--- src/rtl/core_pkg.sv ---
// Shared definitions for the fetch front end: fetch FSM states and core-wide constants.
package core_pkg;

  localparam int XLEN_DEFAULT = 32;

  // Canonical no-op (addi x0, x0, 0)
  localparam logic [31:0] NOP = 32'h0000_0013;

  typedef enum logic [1:0] {
    ST_IDLE      = 2'd0,
    ST_WAIT      = 2'd1,
    ST_WAIT_DROP = 2'd2
  } fetch_state_e;

endpackage

--- src/rtl/fetch_prefetch_unit_if.sv ---
// Instruction-memory port of the fetch unit: one request channel, one response channel.
// Request: a transfer happens on a rising edge where imem_req_valid_o and imem_req_ready_i are both 1;
// once raised, valid and address stay stable until that edge. Response: imem_rsp_valid_i is a one-cycle
// strobe carrying imem_rsp_data_i, never sooner than the cycle after the accepting edge.
interface fetch_prefetch_unit_if #(
  parameter int XLEN = 32
);
  logic            imem_req_valid_o;
  logic [XLEN-1:0] imem_req_addr_o;
  logic            imem_req_ready_i;
  logic            imem_rsp_valid_i;
  logic [XLEN-1:0] imem_rsp_data_i;

  modport master (
    output imem_req_valid_o, imem_req_addr_o,
    input  imem_req_ready_i, imem_rsp_valid_i, imem_rsp_data_i
  );

  modport slave (
    input  imem_req_valid_o, imem_req_addr_o,
    output imem_req_ready_i, imem_rsp_valid_i, imem_rsp_data_i
  );
endinterface

--- src/rtl/prefetch_fifo.sv ---
// Small synchronous FIFO holding fetched {instr, pc} pairs; push while full is accepted only with a pop.
module prefetch_fifo #(
  parameter int WIDTH = 64,
  parameter int DEPTH = 4,
  localparam int AW = $clog2(DEPTH),
  localparam int CW = AW + 1
) (
  input  logic             clk,
  input  logic             rst,
  input  logic             flush,
  input  logic             push,
  input  logic [WIDTH-1:0] push_data,
  input  logic             pop,
  output logic [WIDTH-1:0] pop_data,
  output logic             full,
  output logic             empty,
  output logic [CW-1:0]    count
);

  logic [WIDTH-1:0] mem [DEPTH];
  logic [AW-1:0]    wr_ptr;
  logic [AW-1:0]    rd_ptr;
  logic             do_push;
  logic             do_pop;

  assign empty    = (count == '0);
  assign full     = (count == CW'(DEPTH));
  assign do_pop   = pop & ~empty;
  assign do_push  = push & (~full | do_pop);
  assign pop_data = mem[rd_ptr];

  // DEPTH is a power of two, so the pointers wrap at DEPTH on their own
  always_ff @(posedge clk or negedge rst) begin
    if (!rst) begin
      wr_ptr <= '0;
      rd_ptr <= '0;
      count  <= '0;
    end else if (flush) begin
      wr_ptr <= '0;
      rd_ptr <= '0;
      count  <= '0;
    end else begin
      if (do_push) wr_ptr <= wr_ptr + AW'(1);
      if (do_pop)  rd_ptr <= rd_ptr + AW'(1);
      case ({do_push, do_pop})
        2'b10:   count <= count + CW'(1);
        2'b01:   count <= count - CW'(1);
        default: count <= count;
      endcase
    end
  end

  always_ff @(posedge clk) begin
    if (do_push && !flush) mem[wr_ptr] <= push_data;
  end

endmodule

--- src/rtl/fetch_prefetch_unit.sv ---
// Instruction fetch with a small prefetch buffer feeding the decode register; one request in flight,
// redirects flush the buffer and squash any response still owed by memory.
module fetch_prefetch_unit
  import core_pkg::*;
#(
  parameter int              XLEN         = XLEN_DEFAULT,
  parameter logic [XLEN-1:0] RESET_VECTOR = '0,
  parameter int              FIFO_DEPTH   = 4,
  localparam int             CW           = $clog2(FIFO_DEPTH) + 1
) (
  input  logic                         clk,
  input  logic                         rst,
  fetch_prefetch_unit_if.master        imem,
  input  logic                         redirect_i,
  input  logic [XLEN-1:0]              redirect_pc_i,
  input  logic                         stall_d_i,
  output logic [XLEN-1:0]              instr_d_o,
  output logic [XLEN-1:0]              pc_d_o,
  output logic [XLEN-1:0]              pc_plus4_d_o,
  output logic                         valid_d_o,
  output fetch_state_e                 state,
  output logic [CW-1:0]                fifo_count
);

  localparam logic [CW-1:0] DEPTH_C = CW'(FIFO_DEPTH);

  fetch_state_e    state_q;
  fetch_state_e    state_d;
  logic [XLEN-1:0] fpc;
  logic            req_valid;
  logic            accept;
  logic            rsp_take;
  logic            load_d;
  logic            fifo_empty;
  logic            fifo_full;
  logic            fifo_push;
  logic            fifo_pop;
  logic            bypass;
  logic [2*XLEN-1:0] head;

  assign state    = state_q;
  assign accept   = req_valid & imem.imem_req_ready_i;
  assign rsp_take = (state_q == ST_WAIT) & imem.imem_rsp_valid_i & ~redirect_i;
  assign load_d   = ~redirect_i & ~stall_d_i;
  assign fifo_pop = load_d & ~fifo_empty;
  assign bypass   = load_d & fifo_empty & rsp_take;
  assign fifo_push = rsp_take & ~bypass;

  assign imem.imem_req_valid_o = req_valid;
  assign imem.imem_req_addr_o  = fpc;

  // rst also gates the request so the bus is quiet while reset is held, yet the
  // first request appears in the very first cycle after release.
  always_comb begin
    state_d   = state_q;
    req_valid = 1'b0;
    case (state_q)
      ST_IDLE: begin
        req_valid = rst & (fifo_count < DEPTH_C) & ~redirect_i;
        if (req_valid && imem.imem_req_ready_i) state_d = ST_WAIT;
      end
      ST_WAIT: begin
        if (imem.imem_rsp_valid_i) state_d = ST_IDLE;
        else if (redirect_i)       state_d = ST_WAIT_DROP;
      end
      ST_WAIT_DROP: begin
        if (imem.imem_rsp_valid_i) state_d = ST_IDLE;
      end
      default: state_d = ST_IDLE;
    endcase
  end

  always_ff @(posedge clk or negedge rst) begin
    if (!rst) state_q <= ST_IDLE;
    else      state_q <= state_d;
  end

  always_ff @(posedge clk or negedge rst) begin
    if (!rst)            fpc <= RESET_VECTOR;
    else if (redirect_i) fpc <= redirect_pc_i & ~XLEN'(3);
    else if (accept)     fpc <= fpc + XLEN'(4);
  end

  prefetch_fifo #(
    .WIDTH(2 * XLEN),
    .DEPTH(FIFO_DEPTH)
  ) u_fifo (
    .clk      (clk),
    .rst      (rst),
    .flush    (redirect_i),
    .push     (fifo_push),
    .push_data({imem.imem_rsp_data_i, fpc - XLEN'(4)}),
    .pop      (fifo_pop),
    .pop_data (head),
    .full     (fifo_full),
    .empty    (fifo_empty),
    .count    (fifo_count)
  );

  // The response always belongs to fpc-4: fpc advanced on accept and cannot move again before the response.
  always_ff @(posedge clk or negedge rst) begin
    if (!rst) begin
      valid_d_o    <= 1'b0;
      instr_d_o    <= '0;
      pc_d_o       <= '0;
      pc_plus4_d_o <= '0;
    end else if (redirect_i) begin
      valid_d_o <= 1'b0;
    end else if (!stall_d_i) begin
      if (fifo_pop) begin
        valid_d_o    <= 1'b1;
        instr_d_o    <= head[2*XLEN-1:XLEN];
        pc_d_o       <= head[XLEN-1:0];
        pc_plus4_d_o <= head[XLEN-1:0] + XLEN'(4);
      end else if (bypass) begin
        valid_d_o    <= 1'b1;
        instr_d_o    <= imem.imem_rsp_data_i;
        pc_d_o       <= fpc - XLEN'(4);
        pc_plus4_d_o <= fpc;
      end else begin
        valid_d_o <= 1'b0;
      end
    end
  end

endmodule

--- src/flat_wrapper.sv ---
// flat-port wrapper written by rule: the top's interface ports become plain ports
module fetch_prefetch_unit_flat import core_pkg::*;
#(
  parameter int              XLEN         = XLEN_DEFAULT,
  parameter logic [XLEN-1:0] RESET_VECTOR = '0,
  parameter int              FIFO_DEPTH   = 4,
  localparam int             CW           = $clog2(FIFO_DEPTH) + 1
)
  (clk, rst, redirect_i, redirect_pc_i, stall_d_i, instr_d_o, pc_d_o, pc_plus4_d_o, valid_d_o, state, fifo_count, imem_imem_req_valid_o, imem_imem_req_addr_o, imem_imem_req_ready_i, imem_imem_rsp_valid_i, imem_imem_rsp_data_i);
  fetch_prefetch_unit_if #(.XLEN(XLEN)) imem_i ();
  input  logic clk;
  input  logic rst;
  input  logic redirect_i;
  input  logic [XLEN-1:0] redirect_pc_i;
  input  logic stall_d_i;
  output logic [XLEN-1:0] instr_d_o;
  output logic [XLEN-1:0] pc_d_o;
  output logic [XLEN-1:0] pc_plus4_d_o;
  output logic valid_d_o;
  output fetch_state_e state;
  output logic [CW-1:0] fifo_count;
  output wire logic [$bits(imem_i.imem_req_valid_o)-1:0] imem_imem_req_valid_o;
  output wire logic [$bits(imem_i.imem_req_addr_o)-1:0] imem_imem_req_addr_o;
  input wire logic [$bits(imem_i.imem_req_ready_i)-1:0] imem_imem_req_ready_i;
  input wire logic [$bits(imem_i.imem_rsp_valid_i)-1:0] imem_imem_rsp_valid_i;
  input wire logic [$bits(imem_i.imem_rsp_data_i)-1:0] imem_imem_rsp_data_i;
  assign imem_imem_req_valid_o = imem_i.imem_req_valid_o;
  assign imem_imem_req_addr_o = imem_i.imem_req_addr_o;
  assign imem_i.imem_req_ready_i = imem_imem_req_ready_i;
  assign imem_i.imem_rsp_valid_i = imem_imem_rsp_valid_i;
  assign imem_i.imem_rsp_data_i = imem_imem_rsp_data_i;
  fetch_prefetch_unit #(.XLEN(XLEN), .RESET_VECTOR(RESET_VECTOR), .FIFO_DEPTH(FIFO_DEPTH)) u_core (.clk(clk), .rst(rst), .imem(imem_i), .redirect_i(redirect_i), .redirect_pc_i(redirect_pc_i), .stall_d_i(stall_d_i), .instr_d_o(instr_d_o), .pc_d_o(pc_d_o), .pc_plus4_d_o(pc_plus4_d_o), .valid_d_o(valid_d_o), .state(state), .fifo_count(fifo_count));
endmodule
--- config.mk ---
export PLATFORM = sky130hd
export DESIGN_NAME = fetch_prefetch_unit_flat
export DESIGN_NICKNAME = d
export VERILOG_FILES = /design/src/rtl/core_pkg.sv /design/src/rtl/fetch_prefetch_unit_if.sv /design/src/rtl/prefetch_fifo.sv /design/src/rtl/fetch_prefetch_unit.sv /design/src/flat_wrapper.sv
export SDC_FILE = /design/constraint.sdc
export NUM_CORES = 1
export LEC_CHECK = 0
export CORE_MARGIN = 2
export CORE_UTILIZATION = 50
export CTS_BUF_LIST = sky130_fd_sc_hd__clkbuf_4 sky130_fd_sc_hd__clkbuf_8
export DETAILED_ROUTE_END_ITERATION = 16
export GPL_TIMING_DRIVEN = 0
export PLACE_DENSITY = 0.73
export SKIP_CTS_REPAIR_TIMING = 1
export SLEW_MARGIN = 10
export SYNTH_ARGS = -nofsm -noshare
export SYNTH_HDL_FRONTEND = slang
export SYNTH_SLANG_ARGS = --single-unit
--- constraint.sdc ---
create_clock -name clk -period 4.4 [get_ports clk]
set_input_delay 0.66 -clock clk [delete_from_list [all_inputs] [get_ports clk]]
set_output_delay 0.66 -clock clk [all_outputs]
set_load 0.01 [all_outputs]
==> flow_metrics.py <==
metrics = {
    "outcome": {
        "outcome": "finished, final reports clean",
    },
    "sta": {
        "maxSlewViolCount": 0,
        "rsz0062_at_grt": "false",
        "tns_ns": 0,
        "tightest_slew_ns": 1.19,
        "slew_headroom": 0.198,
        "period_share": 0.859,
        "min_period_ns": 3.78,
        "hold_viol_final": 0,
        "clock-skew-final_ns": 0.0273,
        "fmax_mhz": 265,
        "setup_viol": 0,
    },
    "power": {
        "power.leakage_nw": 7.44,
        "power_mw": 10.2,
        "power.density_nw_per_um2": 487,
        "ir_drop_uv": 339,
    },
    "min_path": {
        "worstHoldStart": "u_core.pc_d_o[5]",
        "hold_path_depth": 2,
        "hold_path_end": "u_core.pc_d_o[5]",
        "hp-class": "flop to flop",
    },
    "logic_synthesis": {
        "yosysSeqAreaShare": 0.638,
        "synth_edf_count": 248,
        "synth_area_um2": 16800,
        "syn_inst": 1267,
        "synth_warnings": 0,
        "synth_seq_cells": 380,
        "ys.flop_type": "edfxtp_1",
        "syn_area_per_cell_um2": 13.3,
        "ys_async_sr_fraction": 0.347,
        "synth.distinct_cells": 68,
    },
    "critical_path": {
        "crit_type": "flop to flop",
        "cp.arrival_ns": 4.30,
        "critPathMaxFanout": 10,
        "rr_startpoint": "u_core.u_fifo.count[2]",
        "reg2reg_slack_ns": 0.62,
        "worstPathRequired_ns": 4.92,
        "setup.worst_path.end_class": "flop",
        "ff2ff_path_depth": 11,
        "cp-start-kind": "flop",
        "rr_endpoint": "u_core.u_fifo.count[2]",
    },
    "cells_and_area": {
        "area_delta_synth_final_pct": 23.7,
        "fin_util": 0.625,
        "n_antenna_cell": 0,
        "drive_gt1_frac": 0.147,
        "num-nets-final": 1610,
        "final_cell_mix": "edfxtp_1, clkdlybuf4s50_1, nand2_1",
        "final_common_cell": "edfxtp_1",
    },
    "grt": {
        "grt.overflow.total": 0,
        "grt_pass1_wl_um": 71600,
        "grt_pass1_vias": 12200,
        "grt_max_degree": 94,
        "antenna_found_initial": 0,
        "grtUsageTotal": 0.266,
    },
    "placement": {
        "io_buffers": 194,
        "gp_congestion": 0.900,
        "hpwlAfterDp_um": 32100,
    },
    "floorplan": {
        "start_util": 0.505,
        "dieHeight_um": 188,
        "die_area_um2": 35200,
        "fp.dieW_um": 188,
        "rows": 67,
        "coreArea_um2": 33400,
        "io_pins": 205,
    },
    "clock_network": {
        "cts.reportedPaths.clkPinSlew_ns": 0.06,
        "clk_latency_ns": 0.63,
        "cts_buffer_depth": 3,
        "numCtsBuffers": 58,
        "htree_levels": 2,
        "cts.sinks": 380,
        "cts_tree": "yes",
        "ctsRootBufferMaster": "clkbuf_8",
    },
    "detailed_routing": {
        "routed_wl_um": 46900,
        "vias": 12200,
        "routedWlPerCell_um": 23.1,
        "drt_iter0_drc": 1235,
        "antenna_left": 0,
        "drt-vias-per-instance": 6.03,
        "firstDrtPassIters": 6,
        "drc": 0,
    },
    "job": {
        "maxCapViolCount": 0,
    },
}
[per-layer routing]
metal  track usage  vias up  share of wire  wire length, µm
met2         0.423      634           0.47            22300
met1         0.374     6177           0.41            19000
met5             0        -              0                0
met3        0.0472      108          0.087             4080
met4        0.0957        0          0.033             1560
li1              -     5323              -                -
[synthesized netlist by cell type, types with 5 or more instances]
cell        n  share of area
mux2_2     11         0.0074
mux4_2     62          0.083
xor2_1     17         0.0088
o31a_1      5         0.0026
and3_1     19         0.0071
a21oi_1     9         0.0027
nor3_1     26         0.0077
nand2b_1    6         0.0022
a22o_1      8         0.0042
a211oi_1    5         0.0022
buf_2      12         0.0036
dfrtp_1   132           0.20
mux2i_1    13         0.0077
a22oi_1     5         0.0022
o31ai_1     5         0.0022
nor4_1     15         0.0056
nor2_1     87          0.019
ha_1        7         0.0052
nand2_1   174          0.039
a31oi_1    50          0.019
nand3_1    24         0.0071
a221o_1     8         0.0048
nand4_1    32          0.012
o211ai_1    6         0.0027
o21ai_0    56          0.017
clkbuf_1   66          0.015
xnor2_1    32          0.017
or3_1      11         0.0041
edfxtp_1  248           0.44
a21o_1      9         0.0040
or4_1       5         0.0022
inv_1      17         0.0038
or2_2       6         0.0022
o311ai_0    5         0.0026
and4_1      7         0.0036
buf_1       7         0.0016
buf_4      10         0.0045
[worst max-delay path by stage]
stage	depth (start not counted)	end	from
final	11	u_core.u_fifo.count[2]	u_core.u_fifo.count[2]
after detailed placement	11	u_core.u_fifo.count[2]	redirect_i
after CTS	11	u_core.u_fifo.count[2]	u_core.u_fifo.count[2]
after global routing	11	u_core.u_fifo.count[2]	u_core.u_fifo.count[2]
after floorplan	5	u_core.u_fifo.mem[0][10]	redirect_i
after global placement	6	u_core.imem.imem_req_addr_o[10]	rst
[through the flow]
step	instance area, µm²	std cells	worst slack (ns)	hold slack (ns)
6_report	20900	2030	0.621	0.476
4_1_cts	20800	2029	0.649	-0.0686
3_3_place_gp	19400	1914	-4.19	0.460
3_5_place_dp	19500	1919	0.292	0.466
5_1_grt	20900	2030	0.508	0.520
2_1_floorplan	16900	1272	0.773	0.364
[area by class of cell]
cell class | count | area, µm²
Buffer | 97 | 432
Clock buffer | 93 | 1150
Timing Repair Buffer | 200 | 2090
Multi-Input combinational cell | 778 | 5640
Inverter | 17 | 63.8
Fill cell | 2610 | 12500
Clock inverter | 17 | 158
Sequential cell | 380 | 10800
Tap cell | 448 | 561
[critical path, stage by stage (launching register included)]
cell	delay [ns]
dfrtp_1	0.38
clkbuf_1	0.20
or3_1	0.43
nand2_1	0.17
clkbuf_1	0.66
clkbuf_1	0.56
nor2_1	0.14
fa_1	0.48
nor4_1	0.32
a21oi_1	0.07
a2bb2oi_1	0.14
a21oi_1	0.15
[power breakdown]
part | internal (mW) | switching, mW | total [mW]
clock network | 1.79 | 1.41 | 3.20
logic | 1.26 | 1.04 | 2.30
registers | 4.30 | 0.365 | 4.67
total | 7.35 | 2.81 | 10.2
[kinds of logic (layout without fill, tap and decap cells)]
kind of cell | after synthesis | in the layout | synth area share
multiplexers | 86 | 86 | 0.0979
other | 1 | 6 | 0.000223
XOR/XNOR | 49 | 49 | 0.0255
flip-flops | 380 | 380 | 0.638
buffers and inverters | 114 | 424 | 0.0294
AND/OR/NAND/NOR | 439 | 439 | 0.128
AO/OA/AOI/OAI | 190 | 190 | 0.0747
adder cells (fa/ha/maj) | 8 | 8 | 0.00639
[flip-flops by register name, summed over array words and instances (netlist names)]
signal                       cells
u_core.u_fifo.mem              248
u_core.instr_d_o                32
u_core.imem.imem_req_addr_o     30
u_core.pc_d_o                   30
u_core.pc_plus4_d_o             30
u_core.u_fifo.count              3
u_core.state                     2
u_core.u_fifo.rd_ptr             2
u_core.u_fifo.wr_ptr             2
u_core.valid_d_o                 1
Note: power is estimated with default switching activity, not from simulation.
